$ cat config.mk
export PLATFORM = sky130hd
export DESIGN_NAME = whack_judge_flat
export DESIGN_NICKNAME = d
export VERILOG_FILES = /design/src/rtl/whack_judge_if.sv /design/src/rtl/whack_judge.sv /design/src/flat_wrapper.sv
export SDC_FILE = /design/constraint.sdc
export NUM_CORES = 1
export LEC_CHECK = 0
export BUFFER_PORTS_ARGS = -buffer_cell sky130_fd_sc_hd__buf_2
export CAP_MARGIN = 10
export CORE_ASPECT_RATIO = 1.4
export CORE_MARGIN = 10
export CORE_UTILIZATION = 36
export DETAILED_ROUTE_END_ITERATION = 12
export PLACE_DENSITY = 0.65
export SYNTH_ARGS = -nofsm -noshare
export SYNTH_HDL_FRONTEND = slang
export SYNTH_SLANG_ARGS = --single-unit
$ cat constraint.sdc
create_clock -name clk -period 2.9 [get_ports clk]
set_input_delay 0 -clock clk [delete_from_list [all_inputs] [get_ports clk]]
set_output_delay 0 -clock clk [all_outputs]
set_load 0.05 [all_outputs]
$ cat src/rtl/whack_judge_if.sv
// Mole-game bus: position handshake, player/timing inputs, display and score outputs.
// slave = whack_judge side, master = the surrounding game logic / bench.
interface whack_judge_if #(
   parameter int N_HOLES = 8,
   parameter int POS_W   = 3
);
   logic               tick;
   logic               start;
   logic               mole_valid;
   logic [POS_W-1:0]   mole_pos;
   logic [N_HOLES-1:0] whack;
   logic               mole_req;
   logic [N_HOLES-1:0] mole_show;
   logic               hit;
   logic               miss;
   logic [13:0]        score;
   logic [1:0]         lives;
   logic               game_over;
   logic               busy;

   modport slave (
      input  tick, start, mole_valid, mole_pos, whack,
      output mole_req, mole_show, hit, miss, score, lives, game_over, busy
   );

   modport master (
      output tick, start, mole_valid, mole_pos, whack,
      input  mole_req, mole_show, hit, miss, score, lives, game_over, busy
   );
endinterface

$ cat src/rtl/whack_judge.sv
// Requests a mole, lights it, judges whacks against it and keeps score/lives; all outputs registered.
// hit/miss one cycle after the judged input; mole_req held until a valid in-range position arrives.
module whack_judge #(
   parameter int N_HOLES      = 8,
   parameter int POS_W        = 3,
   parameter int WINDOW_TICKS = 1000,
   parameter int GAP_TICKS    = 250,
   parameter int LIVES        = 3,
   parameter int SCORE_MAX    = 9999
) (
   input  logic         clk,
   input  logic         rst,
   whack_judge_if.slave bus
);
   localparam int TMAX = (WINDOW_TICKS > GAP_TICKS) ? WINDOW_TICKS : GAP_TICKS;
   localparam int TW   = $clog2(TMAX + 1);
   localparam logic [13:0] SCORE_SAT = 14'(SCORE_MAX);
   localparam logic [1:0]  LIVES_INIT = 2'(LIVES);

   typedef enum logic [2:0] {IDLE, REQ, ACTIVE, GAP, OVER} state_t;

   state_t             state, state_nxt;
   logic [TW-1:0]      timer, timer_nxt;
   logic               mole_req_r, mole_req_nxt;
   logic [N_HOLES-1:0] show_r, show_nxt;
   logic               hit_r, hit_nxt;
   logic               miss_r, miss_nxt;
   logic [13:0]        score_r, score_nxt;
   logic [1:0]         lives_r, lives_nxt;
   logic               over_r, over_nxt;
   logic               busy_r, busy_nxt;
   logic               do_hit, do_miss;
   logic               wrong_bit, right_bit;

   always_ff @(posedge clk) begin
      if (rst) begin
         state      <= IDLE;
         timer      <= '0;
         mole_req_r <= 1'b0;
         show_r     <= '0;
         hit_r      <= 1'b0;
         miss_r     <= 1'b0;
         score_r    <= '0;
         lives_r    <= LIVES_INIT;
         over_r     <= 1'b0;
         busy_r     <= 1'b0;
      end else begin
         state      <= state_nxt;
         timer      <= timer_nxt;
         mole_req_r <= mole_req_nxt;
         show_r     <= show_nxt;
         hit_r      <= hit_nxt;
         miss_r     <= miss_nxt;
         score_r    <= score_nxt;
         lives_r    <= lives_nxt;
         over_r     <= over_nxt;
         busy_r     <= busy_nxt;
      end
   end

   // show_r doubles as the latched one-hot position while ACTIVE.
   assign wrong_bit = |(bus.whack & ~show_r);
   assign right_bit = |(bus.whack & show_r);

   always_comb begin
      state_nxt = state;
      timer_nxt = timer;
      show_nxt  = show_r;
      hit_nxt   = 1'b0;
      miss_nxt  = 1'b0;
      score_nxt = score_r;
      lives_nxt = lives_r;
      over_nxt  = over_r;
      do_hit    = 1'b0;
      do_miss   = 1'b0;

      case (state)
         IDLE, OVER: begin
            if (bus.start) begin
               score_nxt = '0;
               lives_nxt = LIVES_INIT;
               over_nxt  = 1'b0;
               state_nxt = REQ;
            end
         end
         REQ: begin
            if (mole_req_r && bus.mole_valid && (int'(bus.mole_pos) < N_HOLES)) begin
               show_nxt  = {{(N_HOLES-1){1'b0}}, 1'b1} << bus.mole_pos;
               timer_nxt = TW'(WINDOW_TICKS);
               state_nxt = ACTIVE;
            end
         end
         ACTIVE: begin
            if (wrong_bit) begin
               do_miss = 1'b1;
            end else if (right_bit) begin
               do_hit = 1'b1;
            end else if (bus.tick) begin
               timer_nxt = timer - TW'(1);
               if (timer == TW'(1)) do_miss = 1'b1;
            end
         end
         GAP: begin
            if (bus.tick) begin
               timer_nxt = timer - TW'(1);
               if (timer == TW'(1)) state_nxt = REQ;
            end
         end
         default: state_nxt = IDLE;
      endcase

      if (do_hit) begin
         hit_nxt   = 1'b1;
         score_nxt = (score_r >= SCORE_SAT) ? SCORE_SAT : score_r + 14'd1;
         show_nxt  = '0;
         timer_nxt = TW'(GAP_TICKS);
         state_nxt = GAP;
      end
      if (do_miss) begin
         miss_nxt  = 1'b1;
         show_nxt  = '0;
         lives_nxt = lives_r - 2'd1;
         if (lives_r == 2'd1) begin
            over_nxt  = 1'b1;
            timer_nxt = '0;
            state_nxt = OVER;
         end else begin
            timer_nxt = TW'(GAP_TICKS);
            state_nxt = GAP;
         end
      end

      mole_req_nxt = (state_nxt == REQ);
      busy_nxt     = (state_nxt == REQ) || (state_nxt == ACTIVE) || (state_nxt == GAP);
   end

   assign bus.mole_req  = mole_req_r;
   assign bus.mole_show = show_r;
   assign bus.hit       = hit_r;
   assign bus.miss      = miss_r;
   assign bus.score     = score_r;
   assign bus.lives     = lives_r;
   assign bus.game_over = over_r;
   assign bus.busy      = busy_r;
endmodule

$ cat src/flat_wrapper.sv
// flat-port wrapper written by rule: the top's interface ports become plain ports
module whack_judge_flat 
#(
   parameter int N_HOLES      = 8,
   parameter int POS_W        = 3,
   parameter int WINDOW_TICKS = 1000,
   parameter int GAP_TICKS    = 250,
   parameter int LIVES        = 3,
   parameter int SCORE_MAX    = 9999
)
  (clk, rst, bus_tick, bus_start, bus_mole_valid, bus_mole_pos, bus_whack, bus_mole_req, bus_mole_show, bus_hit, bus_miss, bus_score, bus_lives, bus_game_over, bus_busy);
  whack_judge_if #(.N_HOLES(N_HOLES), .POS_W(POS_W)) bus_i ();
  input  logic clk;
  input  logic rst;
  input wire logic [$bits(bus_i.tick)-1:0] bus_tick;
  input wire logic [$bits(bus_i.start)-1:0] bus_start;
  input wire logic [$bits(bus_i.mole_valid)-1:0] bus_mole_valid;
  input wire logic [$bits(bus_i.mole_pos)-1:0] bus_mole_pos;
  input wire logic [$bits(bus_i.whack)-1:0] bus_whack;
  output wire logic [$bits(bus_i.mole_req)-1:0] bus_mole_req;
  output wire logic [$bits(bus_i.mole_show)-1:0] bus_mole_show;
  output wire logic [$bits(bus_i.hit)-1:0] bus_hit;
  output wire logic [$bits(bus_i.miss)-1:0] bus_miss;
  output wire logic [$bits(bus_i.score)-1:0] bus_score;
  output wire logic [$bits(bus_i.lives)-1:0] bus_lives;
  output wire logic [$bits(bus_i.game_over)-1:0] bus_game_over;
  output wire logic [$bits(bus_i.busy)-1:0] bus_busy;
  assign bus_i.tick = bus_tick;
  assign bus_i.start = bus_start;
  assign bus_i.mole_valid = bus_mole_valid;
  assign bus_i.mole_pos = bus_mole_pos;
  assign bus_i.whack = bus_whack;
  assign bus_mole_req = bus_i.mole_req;
  assign bus_mole_show = bus_i.mole_show;
  assign bus_hit = bus_i.hit;
  assign bus_miss = bus_i.miss;
  assign bus_score = bus_i.score;
  assign bus_lives = bus_i.lives;
  assign bus_game_over = bus_i.game_over;
  assign bus_busy = bus_i.busy;
  whack_judge #(.N_HOLES(N_HOLES), .POS_W(POS_W), .WINDOW_TICKS(WINDOW_TICKS), .GAP_TICKS(GAP_TICKS), .LIVES(LIVES), .SCORE_MAX(SCORE_MAX)) u_core (.clk(clk), .rst(rst), .bus(bus_i));
endmodule
### Word-level counts from Yosys, hierarchy flattened

Cells that the tools add are included.

* magnitude comparators: 1
* add/subtract/negate cells: 3
* bitwise gates (word level): 3
* equal/unequal tests: 12
* reduce and logical (&&, ||, !) cells: 17
* muxes and demuxes: 37
* shifts and indexed selects: 1

Operator list (count)
* $mux W10: 6
* $mux W14: 4
* $pmux W10 S3: 1
* $mux W3: 7
* $and A8 B8 Y8: 2
* $reduce_or A8 Y1: 2
* $add A14 B1 Y14 const B: 1
* $ge A14 B14 Y1 const B: 1
* $mux W1: 14
* $eq A3 B2 Y1 const B: 4
* $pmux W3 S4: 1
* $eq A10 B1 Y1 const B: 1
* $sub A10 B1 Y10 const B: 1
* $mux W8: 1
* $ne A4 B2 Y1 const B: 2
* $not A8 Y8: 1
* $reduce_bool A2 Y1: 4
* $shl A1 B3 Y8 const A: 1
* $eq A3 B1 Y1 const B: 2
* $mux W2: 3
* $reduce_and A2 Y1: 3
* $reduce_bool A5 Y1: 1
* $ne A4 B1 Y1 const B: 1
* $reduce_and A4 Y1: 1
* other kinds (8): 9

* input port bits: 16
* word-level logic and storage cells: 84
* output and inout bits: 29
* flip-flop bits (word level): 42

### Longest topological paths before layout

* depth after elaboration: 10
* gate-level depth with buffers: 10
* mapped depth without buffers: 9

### Worst setup path after synthesis

OpenSTA, ideal clock, no wires.

* path type: register to register
* start: reg u_core.score_r[0] (netlist: u_core.bus.score[0])
* end: reg u_core.score_r[12] (netlist: u_core.bus.score[12])
* required time: 2760 ps
* clock period less this slack: 2462 ps
* arrival time: 2322 ps
* setup time: 140 ps
* cell stages (with the launch flop): 10
* slack: 438 ps
* path buffers: 1
* cells stage by stage: dfxtp_1 -> ha_1 -> nand3_1 -> a2111oi_0 -> o31a_1 -> clkbuf_1 -> or3_4 -> a31oi_1 -> o21ai_0 -> o21ai_1

* cells in the longest elaborated chain, start to end: 3
* elaborated cells on any way between the ends: 4
* those cells by class: 1 x add/sub; 1 x order compare; 2 x mux

RTL lines
* start: declaration: RTL line whack_judge.sv:28 `logic [13:0] score_r, score_nxt;`
* start signal: assignment: RTL line whack_judge.sv:54 `score_r <= score_nxt;`
* $add A14 B1 Y14 or $ge A14 B14 Y1 (tied branches): RTL line whack_judge.sv:114 `score_nxt = (score_r >= SCORE_SAT) ? SCORE_SAT : score_r + 14'd1;`
* $mux W14 *: RTL line whack_judge.sv:114
* $mux W14 *: RTL line whack_judge.sv:112 `if (do_hit) begin`

Mark *: on every way between the ends. The rest lies on a longest branch, timed or not.
A chain may end at the register's enable or synchronous reset.

### Worst setup path in the final report

* start: reg u_core.show_r[4] (netlist: u_core.bus.mole_show[4])
* end: reg u_core.timer[5]

* cells in the longest elaborated chain, start to end: 7
* elaborated cells on any way between the ends: 18
* those cells by class: 3 x eq/ne; 8 x mux; 3 x bitwise; 4 x reduce/logical

RTL lines
* start: declaration: RTL line whack_judge.sv:25 `logic [N_HOLES-1:0] show_r, show_nxt;`
* start signal: assignment: RTL line whack_judge.sv:51 `show_r <= show_nxt;`
* $and A8 B8 Y8 or $not A8 Y8 (tied branches): RTL line whack_judge.sv:63, whack_judge.sv:62
* $reduce_or A8 Y1 or $and A8 B8 Y8 (tied branches): RTL line whack_judge.sv:63, whack_judge.sv:62
* $mux W1 or $reduce_or A8 Y1 (tied branches): RTL line whack_judge.sv:96, whack_judge.sv:62
* $mux W1: RTL line whack_judge.sv:94 `if (wrong_bit) begin`
* $mux W1: RTL line whack_judge.sv:77 `case (state)`
* $ne A4 B2 Y1 (no source line) (tied with other cells)
* $reduce_and A4 Y1 (no source line) or $mux W10 (tied branches)
* end signal: assignment: RTL line whack_judge.sv:49 `timer <= timer_nxt;`
* end: declaration: RTL line whack_judge.sv:23 `logic [TW-1:0] timer, timer_nxt;`

Several ways; a longest one is shown, not always the timed one.

==> metrics.log <==
[metrics] status: finished clean
[metrics] type of the worst min-delay path: in2reg
[metrics] part of the Yosys area used for sequential elements: 37.4%
[metrics] placeable core area: 6170 um2
[metrics] starting density of the core: 36.5%
[metrics] Synth Warn #: 0
[metrics] fraction of layout cells with a size suffix above 1: 20.8%
[metrics] total power draw: 1.24 mW
[metrics] #FFs+latches synth: 42
[metrics] Clock Latency Late Sink: 0.30 ns
[metrics] TritonCTS clock tree: done
[metrics] synthesized netlist net count: 309
[metrics] global placer's final weighted congestion: 0.841
[metrics] via count of the first global-routing pass: 2149
[metrics] Critical Path End Type: register
[metrics] antenna violations before repair: 0
[metrics] Final Slew Violations: 0
[metrics] summed negative setup slack over all endpoints: 0 ns
[metrics] Die Y: 114 um
[metrics] Synth Flop Type: sky130_fd_sc_hd__dfxtp_1
[metrics] total of buffers placed on input and output ports: 44
[metrics] post-route core utilization: 42.6%
[metrics] Final Cycle Share: 79.6%
[metrics] half-perimeter wire length of the detailed placement result: 4390 um
[metrics] wire length of the first global-routing pass: 9830 um
[metrics] async set-or-reset flop fraction in the synthesized netlist: 0%
[metrics] post-detailed-route via-to-cell ratio: 5.37
[metrics] placement-stage cell area: 2520 um2
[metrics] Clock Tree Buf Depth: 2
[metrics] number of vias in the routed layout: 2166
[metrics] Max Clk Rate: 0.433 GHz
[metrics] First-pass DRT Iterations: 4
[metrics] maximum number of pins on one net before global-route repair: 22
[metrics] number of buffers inserted for hold repair after clock tree synthesis: 0
[metrics] static leakage: 1.07 nW
[metrics] endpoint arrival time on the critical path: 2.50 ns
[metrics] final setup margin: 0.591 ns
[metrics] total DRC errors in the routed layout: 0
[metrics] maximum capacitance violations: 0
[metrics] number of nets in the final layout: 350
[metrics] post-place setup slack: 0.578 ns
[metrics] Avg WL per Cell: 14.2 um
[metrics] # resized after CTS: 0
[metrics] endpoints failing setup: 0
[metrics] Mapped Cells: 289
[metrics] number of distinct standard cells referenced by the synthesized netlist: 52
[metrics] number of enable-type register cells in the synthesized netlist: 0
[metrics] required time worst endpoint: 3.09 ns
[metrics] final std cell area, no fill: 2630 um2
[metrics] synth top area cells: sky130_fd_sc_hd__dfxtp_1, sky130_fd_sc_hd__a21oi_1, sky130_fd_sc_hd__o21ai_0
[metrics] critical path launch point type: register
[metrics] Core Rows: 34
[metrics] sum of overflow across all layers after global routing: 0
[metrics] critical path class: reg2reg
[metrics] Yosys top cell by area: sky130_fd_sc_hd__dfxtp_1
[metrics] H-tree lvl count: 2
[metrics] power per standard cell area: 473 nW/um2
[metrics] transition at the pin with the smallest max-transition slack: 0.624 ns
[metrics] maximum fanout along the worst path: 10
[metrics] final-layout fill cell count: 618
[metrics] Die Area: 9860 um2
[metrics] number of setup buffers added after CTS: 0
[metrics] Total Routed Length: 5740 um
[metrics] antenna-violating nets left: 0
[metrics] area fraction of the dominant cell type after synthesis: 37.4%
[metrics] root buffer selected by CTS: sky130_fd_sc_hd__clkbuf_8
[metrics] clock net sink count: 42
[metrics] clock transition at the registers of the reported paths: 0.08 ns
[metrics] mean post-synth cell area: 7.79 um2
[metrics] Post-Syn Area: 2250 um2
[metrics] count of routing violations after the opening detailed-route iteration: 93
[metrics] min Tclk post-route: 2.31 ns
[metrics] tightest slew margin relative to the limit: 58.4%
[metrics] Antenna diodes: 0
[metrics] I/O pins: 45
[metrics] number of endpoints with negative hold slack in the final report: 0
[metrics] die outline width: 86.8 um
[metrics] worst vdd rail ir drop: 0.321 mV
[metrics] number of buffers created by CTS: 5
[metrics] RSZ-0062 raised after global routing: false
[metrics] layout-stage area growth over the synthesis result: 16.7%
[metrics] setup clock skew after layout: 0.00876 ns
[metrics] total global-route track usage: 11.9%
-- cell usage in the layout, fill, tap and decap left out, drive strengths merged, types with 5 or more instances in the layout --
master,n
nor2,33
nand3,11
dfxtp,42
or2,6
nor3,7
clkbuf,5
nand2,31
a21oi,33
inv,13
buf,45
nand2b,11
o21ai,29
and3,5
-- per-stage QoR --
stage,cells,hold WS (ns)
after floorplan,289,0.154
after CTS,403,0.000772
after global routing,403,0.0110
final,403,0.00542
after global placement,395,0.320
after detailed placement,395,0.316
-- critical path, cell delays in order (launching register included) --
cell	delay (ns)
sky130_fd_sc_hd__dfxtp_1	0.38
sky130_fd_sc_hd__nand2b_1	0.12
sky130_fd_sc_hd__o2111ai_1	0.14
sky130_fd_sc_hd__or2_0	0.37
sky130_fd_sc_hd__o31ai_1	0.44
sky130_fd_sc_hd__a21o_1	0.39
sky130_fd_sc_hd__a21oi_1	0.08
sky130_fd_sc_hd__o221a_2	0.29
-- metal layers --
layer / GRT usage [%] / routed length, um / up-vias
li1: - / - / 1102
met1: 13.1 / 2410 / 1019
met2: 21.0 / 2940 / 40
met3: 3.78 / 323 / 5
met4: 3.58 / 63 / 0
met5: 0 / 0 / -
-- kinds of logic after synthesis --
kind of cell | Yosys count | synth area share, %
buffers and inverters | 24 | 4.45
and+or+nand+nor | 134 | 32.8
AOI/OAI and AO/OA | 80 | 21.1
muxes | 3 | 1.33
adders and majority gates | 4 | 2.22
xor gates and xnor gates | 2 | 0.778
DFF | 42 | 37.4
-- final timing paths --
check	from	to	slack, ns	cells past startpoint
hold / removal	bus_tick	u_core.timer[2]$_SDFFE_PP0P_	0.005	3
hold reg to reg	u_core.bus.game_over$_SDFF_PP0_	u_core.bus.game_over$_SDFF_PP0_	0.48	2
setup / recovery	u_core.bus.mole_show[4]$_SDFFE_PP0P_	u_core.timer[5]$_SDFFE_PP0P_	0.59	7
setup reg to reg	u_core.bus.mole_show[4]$_SDFFE_PP0P_	u_core.timer[5]$_SDFFE_PP0P_	0.59	7
-- final cells by class --
class,instances,area (um2),area share [%]
repair buffers,45,228,8.67
multi-input cells,223,1310,49.9
well taps,72,90.1,3.43
inverters,13,48.8,1.86
flip-flops and latches,42,841,32.0
clock buffers,5,68.8,2.62
clock inverters,3,40.0,1.52
-- power by group --
group          internal, mW  switching [mW]  leakage (nW)
registers             0.594          0.0194         0.341
logic                0.0619           0.104         0.674
clock network         0.254           0.209        0.0579
total                 0.909           0.332          1.07
-- Yosys cell counts (2+ instances only) --
cell                        instances
sky130_fd_sc_hd__a22oi_1            4
sky130_fd_sc_hd__nand4_1            4
sky130_fd_sc_hd__nor4_1             2
sky130_fd_sc_hd__nand4b_1           4
sky130_fd_sc_hd__dfxtp_1           42
sky130_fd_sc_hd__or2_2              2
sky130_fd_sc_hd__o21ai_1            2
sky130_fd_sc_hd__o21ai_0           26
sky130_fd_sc_hd__and3_1             5
sky130_fd_sc_hd__nor2_1            31
sky130_fd_sc_hd__or3_1              2
sky130_fd_sc_hd__or2_1              2
sky130_fd_sc_hd__inv_1             13
sky130_fd_sc_hd__or2_0              2
sky130_fd_sc_hd__a21oi_1           32
sky130_fd_sc_hd__and2_1             4
sky130_fd_sc_hd__o31ai_1            3
sky130_fd_sc_hd__nor2b_1            3
sky130_fd_sc_hd__mux2i_1            3
sky130_fd_sc_hd__o2111ai_1          2
sky130_fd_sc_hd__buf_2              2
sky130_fd_sc_hd__or3_4              2
sky130_fd_sc_hd__nor3_1             7
sky130_fd_sc_hd__o221a_2            2
sky130_fd_sc_hd__nor4b_1            3
sky130_fd_sc_hd__nand3_1           11
sky130_fd_sc_hd__ha_1               4
sky130_fd_sc_hd__clkbuf_1           7
sky130_fd_sc_hd__nand2b_1          10
sky130_fd_sc_hd__nand2_1           31
-- flip-flops by register name (all words and copies together), names as in the netlist --
signal,cells
u_core.state,3
u_core.bus.miss,1
u_core.bus.lives,2
u_core.timer,10
u_core.bus.score,14
u_core.bus.mole_req,1
u_core.bus.hit,1
u_core.bus.busy,1
u_core.bus.game_over,1
u_core.bus.mole_show,8
No activity file was read; power rests on OpenSTA's default activity.
